### src/rtl/fifo_drain_if.sv
// Handshake bundle between fifo_drain_ctrl, the FIFO read port and the downstream stream.
// master = the drain controller, slave = the FIFO/consumer side.
interface fifo_drain_if #(
  parameter int W_DATA = 8,
  parameter int W_LEN  = 8
);
  logic              req_start;
  logic [W_LEN-1:0]  req_len;
  logic              fifo_empty;
  logic [W_DATA-1:0] fifo_rd_data;
  logic              fifo_pop;
  logic [W_DATA-1:0] out_data;
  logic              out_valid;
  logic              out_ready;
  logic              busy;
  logic              done;
  logic [W_LEN-1:0]  words_left;
  logic [15:0]       stall_cnt;

  modport master (
    input  req_start, req_len, fifo_empty, fifo_rd_data, out_ready,
    output fifo_pop, out_data, out_valid, busy, done, words_left, stall_cnt
  );
  modport slave (
    output req_start, req_len, fifo_empty, fifo_rd_data, out_ready,
    input  fifo_pop, out_data, out_valid, busy, done, words_left, stall_cnt
  );
endinterface

### src/rtl/fifo_drain_ctrl.sv
// Drains req_len words from a registered-read FIFO into a 2-entry skid buffer feeding a valid/ready stream.
// Optional macro DRAIN_STALL_CNT_EN enables the saturating backpressure counter on stall_cnt.
module fifo_drain_ctrl #(
  parameter int W_DATA = 8,
  parameter int W_LEN  = 8
) (
  input logic          clk,
  input logic          rst,
  fifo_drain_if.master bus
);
  typedef enum logic [1:0] {IDLE, RUN, FLUSH} state_t;

  state_t            state, state_nx;
  logic [W_LEN-1:0]  pop_left, words_left;
  logic [1:0]        occ;
  logic              infl;
  logic [W_DATA-1:0] sb0, sb1;
  logic              deq, start_ok, last, pop, done_q;

  assign deq      = (occ != 2'd0) & bus.out_ready;
  assign start_ok = bus.req_start & (state == IDLE);
  assign last     = deq & (words_left == W_LEN'(1));

  always_comb begin
    state_nx = state;
    pop      = 1'b0;
    case (state)
      IDLE:  if (start_ok && bus.req_len != '0) state_nx = RUN;
      RUN: begin
        if (pop_left == '0) state_nx = FLUSH;
        // An in-flight read already owns a buffer slot.
        pop = !bus.fifo_empty && (pop_left != '0) &&
              (({1'b0, occ} + {2'b0, infl}) < (3'd2 + {2'b0, deq}));
      end
      FLUSH: if (last) state_nx = IDLE;
      default: state_nx = IDLE;
    endcase
  end

  always_ff @(posedge clk or posedge rst) begin
    if (rst) begin
      state      <= IDLE;
      pop_left   <= '0;
      words_left <= '0;
      infl       <= 1'b0;
      done_q     <= 1'b0;
    end else begin
      state  <= state_nx;
      infl   <= pop;
      done_q <= (start_ok && bus.req_len == '0) || (state == FLUSH && last);
      if (start_ok && bus.req_len != '0) begin
        pop_left   <= bus.req_len;
        words_left <= bus.req_len;
      end else begin
        if (pop) pop_left   <= pop_left - W_LEN'(1);
        if (deq) words_left <= words_left - W_LEN'(1);
      end
    end
  end

  // Skid buffer: sb0 is the head; read data lands at the tail the cycle after the pop.
  always_ff @(posedge clk or posedge rst) begin
    if (rst) begin
      occ <= 2'd0;
      sb0 <= '0;
      sb1 <= '0;
    end else begin
      case ({infl, deq})
        2'b10: begin
          if (occ == 2'd0) sb0 <= bus.fifo_rd_data;
          else             sb1 <= bus.fifo_rd_data;
          occ <= occ + 2'd1;
        end
        2'b01: begin
          sb0 <= sb1;
          occ <= occ - 2'd1;
        end
        2'b11: begin
          if (occ == 2'd1) sb0 <= bus.fifo_rd_data;
          else begin
            sb0 <= sb1;
            sb1 <= bus.fifo_rd_data;
          end
        end
        default: ;
      endcase
    end
  end

`ifdef DRAIN_STALL_CNT_EN
  logic [15:0] stall_q;
  always_ff @(posedge clk or posedge rst) begin
    if (rst)                                                   stall_q <= '0;
    else if (start_ok)                                         stall_q <= '0;
    else if (occ != 2'd0 && !bus.out_ready && stall_q != 16'hFFFF) stall_q <= stall_q + 16'd1;
  end
  assign bus.stall_cnt = stall_q;
`else
  assign bus.stall_cnt = 16'd0;
`endif

  assign bus.fifo_pop   = pop;
  assign bus.out_data   = sb0;
  assign bus.out_valid  = occ != 2'd0;
  assign bus.busy       = state != IDLE;
  assign bus.done       = done_q;
  assign bus.words_left = words_left;
endmodule

### src/flat_wrapper.sv
// flat-port wrapper written by rule: the top's interface ports become plain ports
module fifo_drain_ctrl_flat 
#(
  parameter int W_DATA = 8,
  parameter int W_LEN  = 8
)
  (clk, rst, bus_req_start, bus_req_len, bus_fifo_empty, bus_fifo_rd_data, bus_out_ready, bus_fifo_pop, bus_out_data, bus_out_valid, bus_busy, bus_done, bus_words_left, bus_stall_cnt);
  fifo_drain_if #(.W_DATA(W_DATA), .W_LEN(W_LEN)) bus_i ();
  input logic clk;
  input logic rst;
  input wire logic [$bits(bus_i.req_start)-1:0] bus_req_start;
  input wire logic [$bits(bus_i.req_len)-1:0] bus_req_len;
  input wire logic [$bits(bus_i.fifo_empty)-1:0] bus_fifo_empty;
  input wire logic [$bits(bus_i.fifo_rd_data)-1:0] bus_fifo_rd_data;
  input wire logic [$bits(bus_i.out_ready)-1:0] bus_out_ready;
  output wire logic [$bits(bus_i.fifo_pop)-1:0] bus_fifo_pop;
  output wire logic [$bits(bus_i.out_data)-1:0] bus_out_data;
  output wire logic [$bits(bus_i.out_valid)-1:0] bus_out_valid;
  output wire logic [$bits(bus_i.busy)-1:0] bus_busy;
  output wire logic [$bits(bus_i.done)-1:0] bus_done;
  output wire logic [$bits(bus_i.words_left)-1:0] bus_words_left;
  output wire logic [$bits(bus_i.stall_cnt)-1:0] bus_stall_cnt;
  assign bus_i.req_start = bus_req_start;
  assign bus_i.req_len = bus_req_len;
  assign bus_i.fifo_empty = bus_fifo_empty;
  assign bus_i.fifo_rd_data = bus_fifo_rd_data;
  assign bus_i.out_ready = bus_out_ready;
  assign bus_fifo_pop = bus_i.fifo_pop;
  assign bus_out_data = bus_i.out_data;
  assign bus_out_valid = bus_i.out_valid;
  assign bus_busy = bus_i.busy;
  assign bus_done = bus_i.done;
  assign bus_words_left = bus_i.words_left;
  assign bus_stall_cnt = bus_i.stall_cnt;
  fifo_drain_ctrl #(.W_DATA(W_DATA), .W_LEN(W_LEN)) u_core (.clk(clk), .rst(rst), .bus(bus_i));
endmodule
### config.mk
export PLATFORM = sky130hd
export DESIGN_NAME = fifo_drain_ctrl_flat
export DESIGN_NICKNAME = d
export VERILOG_FILES = /design/src/rtl/fifo_drain_if.sv /design/src/rtl/fifo_drain_ctrl.sv /design/src/flat_wrapper.sv
export SDC_FILE = /design/constraint.sdc
export NUM_CORES = 1
export LEC_CHECK = 0
export CORE_UTILIZATION = 25
export CTS_BUF_LIST = sky130_fd_sc_hd__clkbuf_16
export DETAILED_ROUTE_END_ITERATION = 16
export HOLD_SLACK_MARGIN = 0.12
export PLACE_DENSITY = 0.49
export RECOVER_POWER = 25
export SLEW_MARGIN = 15
export SYNTH_ARGS = -nofsm -noshare
export SYNTH_HDL_FRONTEND = slang
export SYNTH_SLANG_ARGS = --single-unit
### constraint.sdc
create_clock -name clk -period 2.93 [get_ports clk]
set_clock_uncertainty 0.2 [all_clocks]
set_input_delay 0.4395 -clock clk [delete_from_list [all_inputs] [get_ports clk]]
set_output_delay 0.4395 -clock clk [all_outputs]
set_load 0.01 [all_outputs]
==> metrics.cfg <==
[status]
status = finished clean

[timing]
finalMaxSlewViolations = 0
post-route-period-util_pct = 86.1
fmax_mhz = 396
hold_viol = 0
rsz0062_at_grt = no
tightest_slew_ps = 975
fin_setup_tns_ps = 0
setup_violations = 0
slew_headroom_pct = 35.0
layout_min_cycle_time_ps = 2520

[clocking]
numCtsBuffers = 5
cts_tree = yes
max-clock-path-buffers = 2
postCtsSetupBuffers = 0
clk_pin_slew_ps = 60
clockRootBuffer = clkbuf_16
cts_sinks = 38
clk_latency_ps = 270
holdBufCountCts = 0
htree_num_levels = 2

[critical_path]
path_cells = ha_1 > ha_1 > nor4b_4 > o221ai_4 > inv_4 > dlymetal6s2s_1
cp_top_family = flip-flops
crit_path_start_kind = flop
crit_slowest_cell = dfrtp_2
crit_required_ps = 2290
cp_slowest_stage_delay_ps = 440
end_kind = primary output
cp.arrival_ps = 1880
crit_buf_inv = 2
path_common_cell = ha_1
crit_type = flop to primary output
cp_max_fo = 5

[cells_and_area]
nets = 302
layout.cells.non_filler = 376
drive_gt1_share_pct = 13.7
synthToLayoutAreaGrowth_pct = 34.9
fin_util_pct = 35.1
n_fill_cell = 851
regArea_um2 = 952
multi_input_area_mm2 = 0.00108
diodes = 0

[drt]
drt-pass1-iter-count = 4
drt-total-wl_um = 4960
drt-initial-drc-count = 23
post_drt_wl_per_cell_um = 13.2
drc = 0
via_per_inst = 4.50
ant_nets = 0
num_vias = 1691

[power]
finalPower_mw = 3.18
leakage_nw = 1.29
power_density_mw_per_mm2 = 1090
peakVddDrop_uv = 459

[global_route]
grt_max_degree = 39
grt_pass1_wl_um = 8450
antenna_found_initial = 0
grt-ovfl-total = 0
grt_pass1_vias = 1668
track_usage_pct = 12.3

[placement]
dpl.hpwl_um = 3730
placedCellCount = 368
portBuffers = 40
gp_routability_congestion = 0.799

[synth]
synth-edff-count = 0
ys_warn_count = 0
synth_area_mm2 = 0.00216
syn_inst = 215
synth.avg_cell_area_um2 = 10.1
ys_ff_latch = 38
seq_area_frac_synth_pct = 44.0
yosys.cell_types.count = 46
synth_ff_type = dfrtp_1
async_flop_share_pct = 100

[die]
dieArea_mm2 = 0.00902
initial_utilization_pct = 26.1
ios = 57
die_x_um = 95.0
die_h_um = 95.0
rows = 33
core_area_mm2 = 0.00830

[job]
cap_violations = 0

[worst_hold_path]
holdCritPathClass = flop to flop

==> worst reg2reg max path, cell delays in order, from the launching register on <==
cell and delay (ps):
dfrtp_2 440, ha_1 210, ha_1 210, nor4b_4 340, o221ai_4 170, inv_4 90, buf_4 150, mux2_4 300
a221o_1 290
==> synth_stat cells (all sizes together), types with 6 or more instances <==
master   n  area [um2]
dfrtp   38         951
o21ai   20         100
nand2   19        71.3
buf     16         120
inv     15        58.8
ha      11         138
mux2     9         105
a22oi    8        60.1
nor2     7        26.3
nor3     7        35.0
xnor2    7        61.3
a21oi    6        30.0
==> power breakdown <==
part	switching, mW	internal (mW)	leakage (nW)
Combinational	0.705	0.782	0.738
Clock	0.216	0.489	0.0940
Sequential	0.214	0.777	0.463
==> metrics by stage <==
step                hold WS (ps)  area (um2)  worst slack [ps]
floorplan                    273        2220               296
global placement             261        2710               201
detailed placement           273        2710               162
CTS                          287        2920              31.9
global route                 310        2920               314
finish                       277        2920               407
==> per-layer routing <==
layer / GRT usage, % / wire length [um] / vias up
li1: - / - / 852
met1: 17.2 / 2360 / 784
met2: 18.7 / 2240 / 51
met3: 2.98 / 301 / 4
met4: 3.66 / 55 / 0
met5: 0 / 0 / -
==> sequential cells by signal, summed over array words and instances (netlist names) <==
| signal | flops |
|---|---|
| u_core.bus.done | 1 |
| u_core.bus.out_data | 8 |
| u_core.bus.words_left | 8 |
| u_core.infl | 1 |
| u_core.occ | 2 |
| u_core.pop_left | 8 |
| u_core.sb1 | 8 |
| u_core.state | 2 |
==> cells in the final DEF, fill, tap and decap left out, types with 2 or more instances in the layout <==
master           count
nand2_1             19
nor2_1               7
dfrtp_1             37
or4_1                5
a31oi_1              2
o41ai_1              2
o21ai_1              9
ha_1                11
nand2b_1             3
mux2_2               8
bufinv_16            2
o22a_1               2
nor3_1               7
xnor2_1              7
a21o_1               4
clkbuf_16            5
nor4_1               3
a211o_1              2
a21oi_1              6
conb_1              16
o21ai_0             11
buf_4               12
nand3_1              2
inv_1               14
o311a_1              2
clkdlybuf4s50_1     38
o22ai_1              2
a22oi_1              8
==> layout make-up <==
| type | instances | share of cell area [%] |
|---|---|---|
| well taps | 105 | 4.50 |
| flip-flops and latches | 38 | 32.6 |
| inverters | 15 | 2.02 |
| multi-input cells | 157 | 37.1 |
| clock buffers | 5 | 4.29 |
| clock inverters | 3 | 2.36 |
| repair buffers | 53 | 17.1 |
==> kinds of logic (layout without fill, tap and decap cells) <==
group / Yosys count / count (layout) / share of synthesized area [%]
buf+inv: 35 / 76 / 8.97
simple gates: 56 / 56 / 14.2
flops: 38 / 38 / 44.0
fa+ha+maj: 11 / 11 / 6.37
xor+xnor: 8 / 8 / 3.24
other cells: 1 / 16 / 0.173
compound gates: 56 / 56 / 17.8
mux: 10 / 10 / 5.32
==> worst paths after layout <==
path / from / end / slack [ps] / cells past startpoint
max: u_core.infl$_DFF_PP0_ / bus_fifo_pop / 410 / 6
max reg2reg: u_core.infl$_DFF_PP0_ / u_core.pop_left[4]$_DFFE_PP0P_ / 420 / 8
min: u_core.bus.out_data[2]$_DFFE_PP0P_ / u_core.bus.out_data[2]$_DFFE_PP0P_ / 280 / 2
min in group asynchronous: rst / u_core.sb1[3]$_DFFE_PP0P_ / 710 / 3
max in group asynchronous: rst / u_core.infl$_DFF_PP0_ / 1160 / 3
min reg2reg: u_core.bus.out_data[2]$_DFFE_PP0P_ / u_core.bus.out_data[2]$_DFFE_PP0P_ / 280 / 2
==> repair_timing <==
action / CTS / global route
endpoints found under the hold margin: 0 / 0
endpoints found under the setup margin: 1 / 1
gates resized for setup: 1 / 2
pin swaps: 0 / 1
No activity file was read; power rests on OpenSTA's default activity.
==> variant 1 (same settings) <==
`W_DATA` is set to 8 in 3 places; all go to 10.
--- a/src/rtl/fifo_drain_if.sv
+++ b/src/rtl/fifo_drain_if.sv
@@ -3,3 +3,3 @@
 interface fifo_drain_if #(
-  parameter int W_DATA = 8,
+  parameter int W_DATA = 10,
   parameter int W_LEN  = 8
--- a/src/rtl/fifo_drain_ctrl.sv
+++ b/src/rtl/fifo_drain_ctrl.sv
@@ -3,3 +3,3 @@
 module fifo_drain_ctrl #(
-  parameter int W_DATA = 8,
+  parameter int W_DATA = 10,
   parameter int W_LEN  = 8
--- a/src/flat_wrapper.sv
+++ b/src/flat_wrapper.sv
@@ -3,3 +3,3 @@
 #(
-  parameter int W_DATA = 8,
+  parameter int W_DATA = 10,
   parameter int W_LEN  = 8
Ports: changed (resized bus_fifo_rd_data and bus_out_data); port bits go from 57 to 61. The function was not compared with the original's and may differ.
==> variant 1 against the unedited design <==
Hold slack got worse by 0.0031 ns. Count of clock-buffer cells in the layout unchanged. Wire length is 0.91% lower. Design area grew 1.5%. Non-clock buffer count rose by 1. Synthesized cell count up 5.6%. Sequential cell count grew 4. Setup slack got worse by 0.25 ns. Critical endpoint unchanged. Via count is 1.2% higher. Cell count increased by 3.7%. Area after synthesis is 4.7% higher. Power shrank 3.4%. Sequential share of layout area increased by 2.9 points.
==> variant 1: results (changes against the unedited design) <==
- The mean cell area of the mapped netlist was 9.971 sq um (-0.85%).
* Maximum fanout along the worst path: 4 (-1)
* Total global routing overflow: 0 (unchanged)
- The count of fill cells added during filler insertion is 899 (+5.6%).
- The deepest clock path buffer count was 2 (unchanged).
- Logic depth of the worst register-to-register path: 10 (+2)
- Worst vdd ir: 0.3533 mV (-23%)
* Number of buffers inserted during clock tree synthesis: 5 (unchanged)
- Wire length after detailed routing: 4912 um (-0.91%)
* WHS Endpoint: u_core.bus.out_data[7]
- The clock transition at the registers of the reported paths was 0.06 ns (about the same).
- The hold slack was 0.2734 ns (-0.003119 ns).
- The worst slew slack as a fraction of its limit came to 0.2980 (-0.05190).
* Arrival time at the worst endpoint: 2.13 ns (+0.25 ns)
- Hold Startpoint: u_core.bus.out_data[7]
- The number of port buffers came to 44 (+10%).
* Count of distinct cell types in the synthesized netlist: 40 (-13%)
- Run status: completed
* DRT Pass-1 Iters: 6 (+2)
* Wire length of the first global-routing pass: 8431 um (-0.25%)
* Avg WL per Cell: 12.59 um (-4.5%)
- Vias in the first global route: 1727 (+3.5%)
- Register area share after synthesis: 0.4643 (+0.02453)
* Worst reg2reg setup slack: 0.30 ns (-0.12 ns)
- The tightest min-delay check is of the reg -> reg type.
- Instance count along the most critical hold path: 2 (unchanged)
- # H-tree levels: 2 (unchanged)
* Iteration-0 DRC count of the detailed router: 42 (+83%)
- The average vias per placed instance is 4.387 (-2.4%).
* Ranking of synthesized cells by area: dfrtp_1 46%, ha_1 6.1%, mux2_2 5.5%, buf_4 5.3%, nand2_1 5.0%
- In this run the critical register-to-register path is launched from u_core.occ[0].
* Number of antenna violations at the first check in global routing: 0 (unchanged)
* FFs w/ async S/R, synth: 1.000 (unchanged)
* Static Leak: 0.001274 uW (-1.6%)
* Most frequent cells after synthesis: 42 x dfrtp_1, 30 x nand2_1, 22 x o21ai_0, 16 x buf_4, 14 x inv_1
* Global router's overall resource usage: 0.1110 (-0.01227)
- Antenna diodes: 0 (unchanged)
* Gp weighted congestion: 0.7608 (-4.8%)
- The clock reaches the later pin of the worst-skew pair after 0.28 ns.
- The total placed instance area was 2826 sq um (+4.2%).
* Minimum setup slack after placement: -0.1951 ns (-0.3568 ns)
- Placed Cells incl. Taps: 383 (+4.1%)
* Yosys synthesis warning count: 0 (unchanged)
* Layout cells sized above 1: 0.1312 (-0.005326)
- The largest net degree at the start of global routing came to 43 (+10%).
* Nets: 316 (+4.6%)
- Capturing point of the worst reg2reg path: u_core.bus.out_data[6]
* Sum of net half-perimeters after detailed placement: 3752 um (+0.68%)
- The cell sitting at the root of the clock tree is a clkbuf_16.
==> variant 1: cell types whose count changed after synthesis, moves of 3 or more <==
cell	unedited run	this run
mux2_2	8	11
o21ai_0	11	22
or4_1	5	1
a22oi_1	8	13
nand2_1	19	30
o211ai_1	1	4
o21ai_1	9	0
dfrtp_1	38	42
nand3_1	2	7
==> variant 1: per-stage QoR <==
| stage | util | TNS [ns] |
|---|---|---|
| floorplan | - | 0 |
| global placement | 0.3225 | -0.1882 |
| detailed placement | 0.3225 | -0.1951 |
| CTS | 0.3378 | 0 |
| global route | 0.3377 | 0 |
| finish | 0.3377 | 0 |
==> variant 1: kinds of logic (layout without fill, tap and decap cells) <==
kind of cell    Yosys count  after routing  synth area share
buf+inv                  36             76           0.09065
xor+xnor                  9              9           0.03483
fa+ha+maj                11             11           0.06081
simple gates             64             64            0.1371
flops                    42             42            0.4643
mux                      12             12           0.05915
compound gates           52             52            0.1515
other cells               1             16          0.001657
==> variant 1: worst max-delay path by stage <==
stage,from,to,slack [ns]
final,u_core.occ[0],bus_fifo_pop,0.16
after global routing,u_core.occ[0],u_core.bus.out_data[1],0.05
after CTS,u_core.occ[0],bus_fifo_pop,0.04
after detailed placement,bus_out_ready,bus_fifo_pop,-0.20
after global placement,bus_out_ready,bus_fifo_pop,-0.19
after floorplan,u_core.occ[0],u_core.sb1[0],0.36
==> variant 1: layer usage <==
metal	share of wire	global-route usage
met1	0.49	0.1491
met2	0.46	0.1788
met3	0.039	0.02518
met4	0.0081	0.03100
met5	0	0
==> variant 1: layout make-up <==
| cell class | instances | area share |
|---|---|---|
| clock buffers | 5 | 0.04228 |
| flip-flops and latches | 42 | 0.3556 |
| inverters | 15 | 0.01903 |
| multi-input cells | 164 | 0.3624 |
| clock inverters | 2 | 0.003383 |
| well taps | 108 | 0.04567 |
| repair buffers | 54 | 0.1717 |
==> variant 1: critical path, cell delays in order (launching register included) <==
cell and delay (ns):
dfrtp_2 0.44, ha_1 0.29, or3b_4 0.38, a2111oi_4 0.43, nand2_2 0.09, inv_1 0.08
clkbuf_2 0.13
==> variant 1: where the power goes <==
part,internal (uW),switching (uW),total (uW)
logic,766,704,1470
clock network,308,214,521
registers,862,221,1080
total,1940,1140,3070
==> variant 1: timing repair <==
action / in CTS / in global routing
buffers inserted: 0 / 0
endpoints found under the setup margin: 1 / 11
pin swaps: 1 / 1
resized for setup: 1 / 4
==> variant 2 (same flow settings) <==
Without the edit above. The 3 states of `state_t` get a one-hot encoding in 3 bits.
--- a/src/rtl/fifo_drain_ctrl.sv
+++ b/src/rtl/fifo_drain_ctrl.sv
@@ -10,3 +10,3 @@
 );
-  typedef enum logic [1:0] {IDLE, RUN, FLUSH} state_t;
+  typedef enum logic [2:0] {IDLE = 3'b001, RUN = 3'b010, FLUSH = 3'b100} state_t;
 
Behaviour: no difference found for any inputs over 10 cycles, from zero or initial values and one cycle with rst high; not proved beyond that.
==> variant 2 against the unedited design <==
Highest routed layer unchanged. Wire length grew 1.1%. Power shrank 10%. Synthesized cell count grew 3.3%. Combinational power shrank 15%. Area after synthesis grew 1.3%. Setup slack lost 0.26 ns. Sequential cell count grew 1. Design area grew 0.30%.
==> variant 2: results (changes against the unedited design) <==
- The run finished with clean final reports.
* Maximum number of pins on one net before global-route repair: 40 (+2.6%)
- Cell count after synthesis: 222 (+3.3%)
- Max-slew headroom at the worst pin: 0.3570 (+0.007137)
- Wire length after detailed routing: 5011 um (+1.1%)
- Arrival time at the worst endpoint: 2.15 ns (+0.27 ns)
- The number of buffers added by the clock tree synthesis step came to 5 (unchanged).
- Highest routed layer: met4
- Vias in the first global route: 1691 (+1.4%)
- Sum of net half-perimeters after detailed placement: 3847 um (+3.2%)
- # H-tree levels: 2 (unchanged)
* Most frequent cells after synthesis: 38 x dfrtp_1, 22 x nand2_1, 18 x o21ai_0, 16 x buf_4, 13 x inv_1
- The largest vdd supply drop came to 0.2550 mV (-44%).
* Clock-pin slew on the worst setup and hold paths: 0.06 ns (about the same)
- The total number of nets in the final design was 311 (+3.0%).
- The part of the cycle the worst path needs came to 0.9514 (+0.09039).
- Antenna diodes: 0 (unchanged)
- Synthesized-area fraction occupied by ao, oa, aoi and oai cells: 0.1646 (-0.01309)
- Layout cells sized above 1: 0.1321 (-0.004389)
- The final weighted congestion in routability-driven placement came to 0.7705 (-3.6%).
- Count of distinct cell types in the synthesized netlist: 47 (+2.2%)
* Maximum fanout along the worst path: 3 (-2)
- Multiplexer area fraction after synthesis: 0.04571 (-0.007526)
- Number of I/O port buffers: 40 (unchanged)
* Routed via count divided by cell count: 4.538 (+0.90%)
- Worst min-delay path category: reg -> reg
- Total routed wire length on the met1 layer: 2542 um (+7.6%)
- Wire length of the first global-routing pass: 8314 um (-1.6%)
- Ranking of synthesized cells by area: dfrtp_1 43%, ha_1 6.3%, buf_4 5.5%, o21ai_0 4.1%, mux2_2 4.1%
- The synthesized-area fraction occupied by xor and xnor cells came to 0.03200 (-0.0004074).
- Total length of routed met3 wires: 215 um (-29%)
- FFs w/ async S/R, synth: 1.000 (unchanged)
- Count of non-filler cells in the finished layout: 385 (+2.4%)
- Static Leak: 0.001260 uW (-2.7%)
* Remaining number of nets flagged by the antenna check after routing: 0 (unchanged)
- Global router's overall resource usage: 0.1205 (-0.002783)
* Adder-cell area share of the yosys netlist: 0.06286 (-0.0008003)
- Total met2 wirelength after detailed routing: 2195 um (-1.9%)
- Largest buffer count on any clock path: 2 (unchanged)
* Internal power summed over all cells: 1852 uW (-9.5%)
- Yosys synthesis warning count: 0 (unchanged)
- The cell count after placement is 375 (+1.9%).
* Most frequently used flop master after synthesis: dfrtp_1
* Iteration-0 DRC count of the detailed router: 68 (+200%)
- Number of antenna violations at the first check in global routing: 0 (unchanged)
- Clock Tree Root: clkbuf_16
- Later-pin clock latency in the skew report: 0.28 ns
- The first-pass iteration count of the detailed router is 4 (unchanged).
* Register area share after synthesis: 0.4463 (+0.006471)
variant 2: cell count changes in the layout (fill, tap and decap cells not counted), sizes merged, moves of 3 or more:
cell   change
or3b       +3
nor2       +4
a21o       -3
nor3       -5
o31ai      +3
nand2      +3
buf        +4
nand3      +3
variant 2: power by group through the flow:
stage          registers (uW)  clock network, uW  logic (uW)
5_1_grt                  1040                642        1430
3_3_place_gp              999                  0        1250
4_1_cts                  1000                621        1260
3_5_place_dp             1010                  0        1250
6_report                  995                607        1260
2_1_floorplan            1010                  0         715
variant 2: logic make-up after synthesis:
| family | after synthesis |
|---|---|
| compound gates | 55 |
| xor+xnor | 8 |
| fa+ha+maj | 11 |
| buf+inv | 35 |
| flops | 39 |
| mux | 9 |
| other cells | 1 |
| simple gates | 64 |
variant 2: final cells by class:
class	count	area [sq um]
repair buffers	57	525.5
clock inverters	3	38.79
flip-flops and latches	39	977.2
well taps	105	131.4
multi-input cells	163	1079
inverters	13	48.80
fillers	872	5415
clock buffers	5	125.1
variant 2: metal layers:
metal / track usage / vias to the layer above
met5: 0 / -
met4: 0.03731 / 0
met3: 0.02552 / 4
met2: 0.1738 / 49
met1: 0.1778 / 809
li1: - / 885
variant 2: path summary, 6_finish.rpt:
kind | start | endpoint | slack, ns | cells past startpoint
setup / recovery | u_core.occ[0] | bus_fifo_pop | 0.14 | 5
hold / removal | u_core.bus.out_data[0] | u_core.bus.out_data[0] | 0.28 | 2
setup reg to reg | u_core.occ[0] | u_core.pop_left[7] | 0.27 | 6
hold reg to reg | u_core.bus.out_data[0] | u_core.bus.out_data[0] | 0.28 | 2
max in group asynchronous | rst | u_core.bus.out_data[7] | 1.23 | 3
min in group asynchronous | rst | u_core.sb1[2] | 0.70 | 3
variant 2: through the flow:
step           cell area (sq um)  hold slack, ns  setup slack [ns]  total power (uW)
5_1_grt                     2925          0.3063           0.01776              3110
3_3_place_gp                2746          0.2626           -0.1253              2247
4_1_cts                     2909          0.2820           0.08283              2881
6_report                    2925          0.2784            0.1425              2863
3_5_place_dp                2746          0.2689           -0.1524              2262
2_1_floorplan               2246          0.2606            0.3530              1722
variant 2: repair_timing:
item | CTS | global route
setup buffers | 0 | 2
gates resized for setup | 1 | 2
setup endpoints to repair | 1 | 1
variant 2: worst max-delay path, stage by stage (launching register included):
cell and delay [ns]:
dfrtp_1 0.39, ha_1 0.27, or3b_1 0.36, a2111o_1 0.45
nor2_2 0.14, clkdlybuf4s15_1 0.25
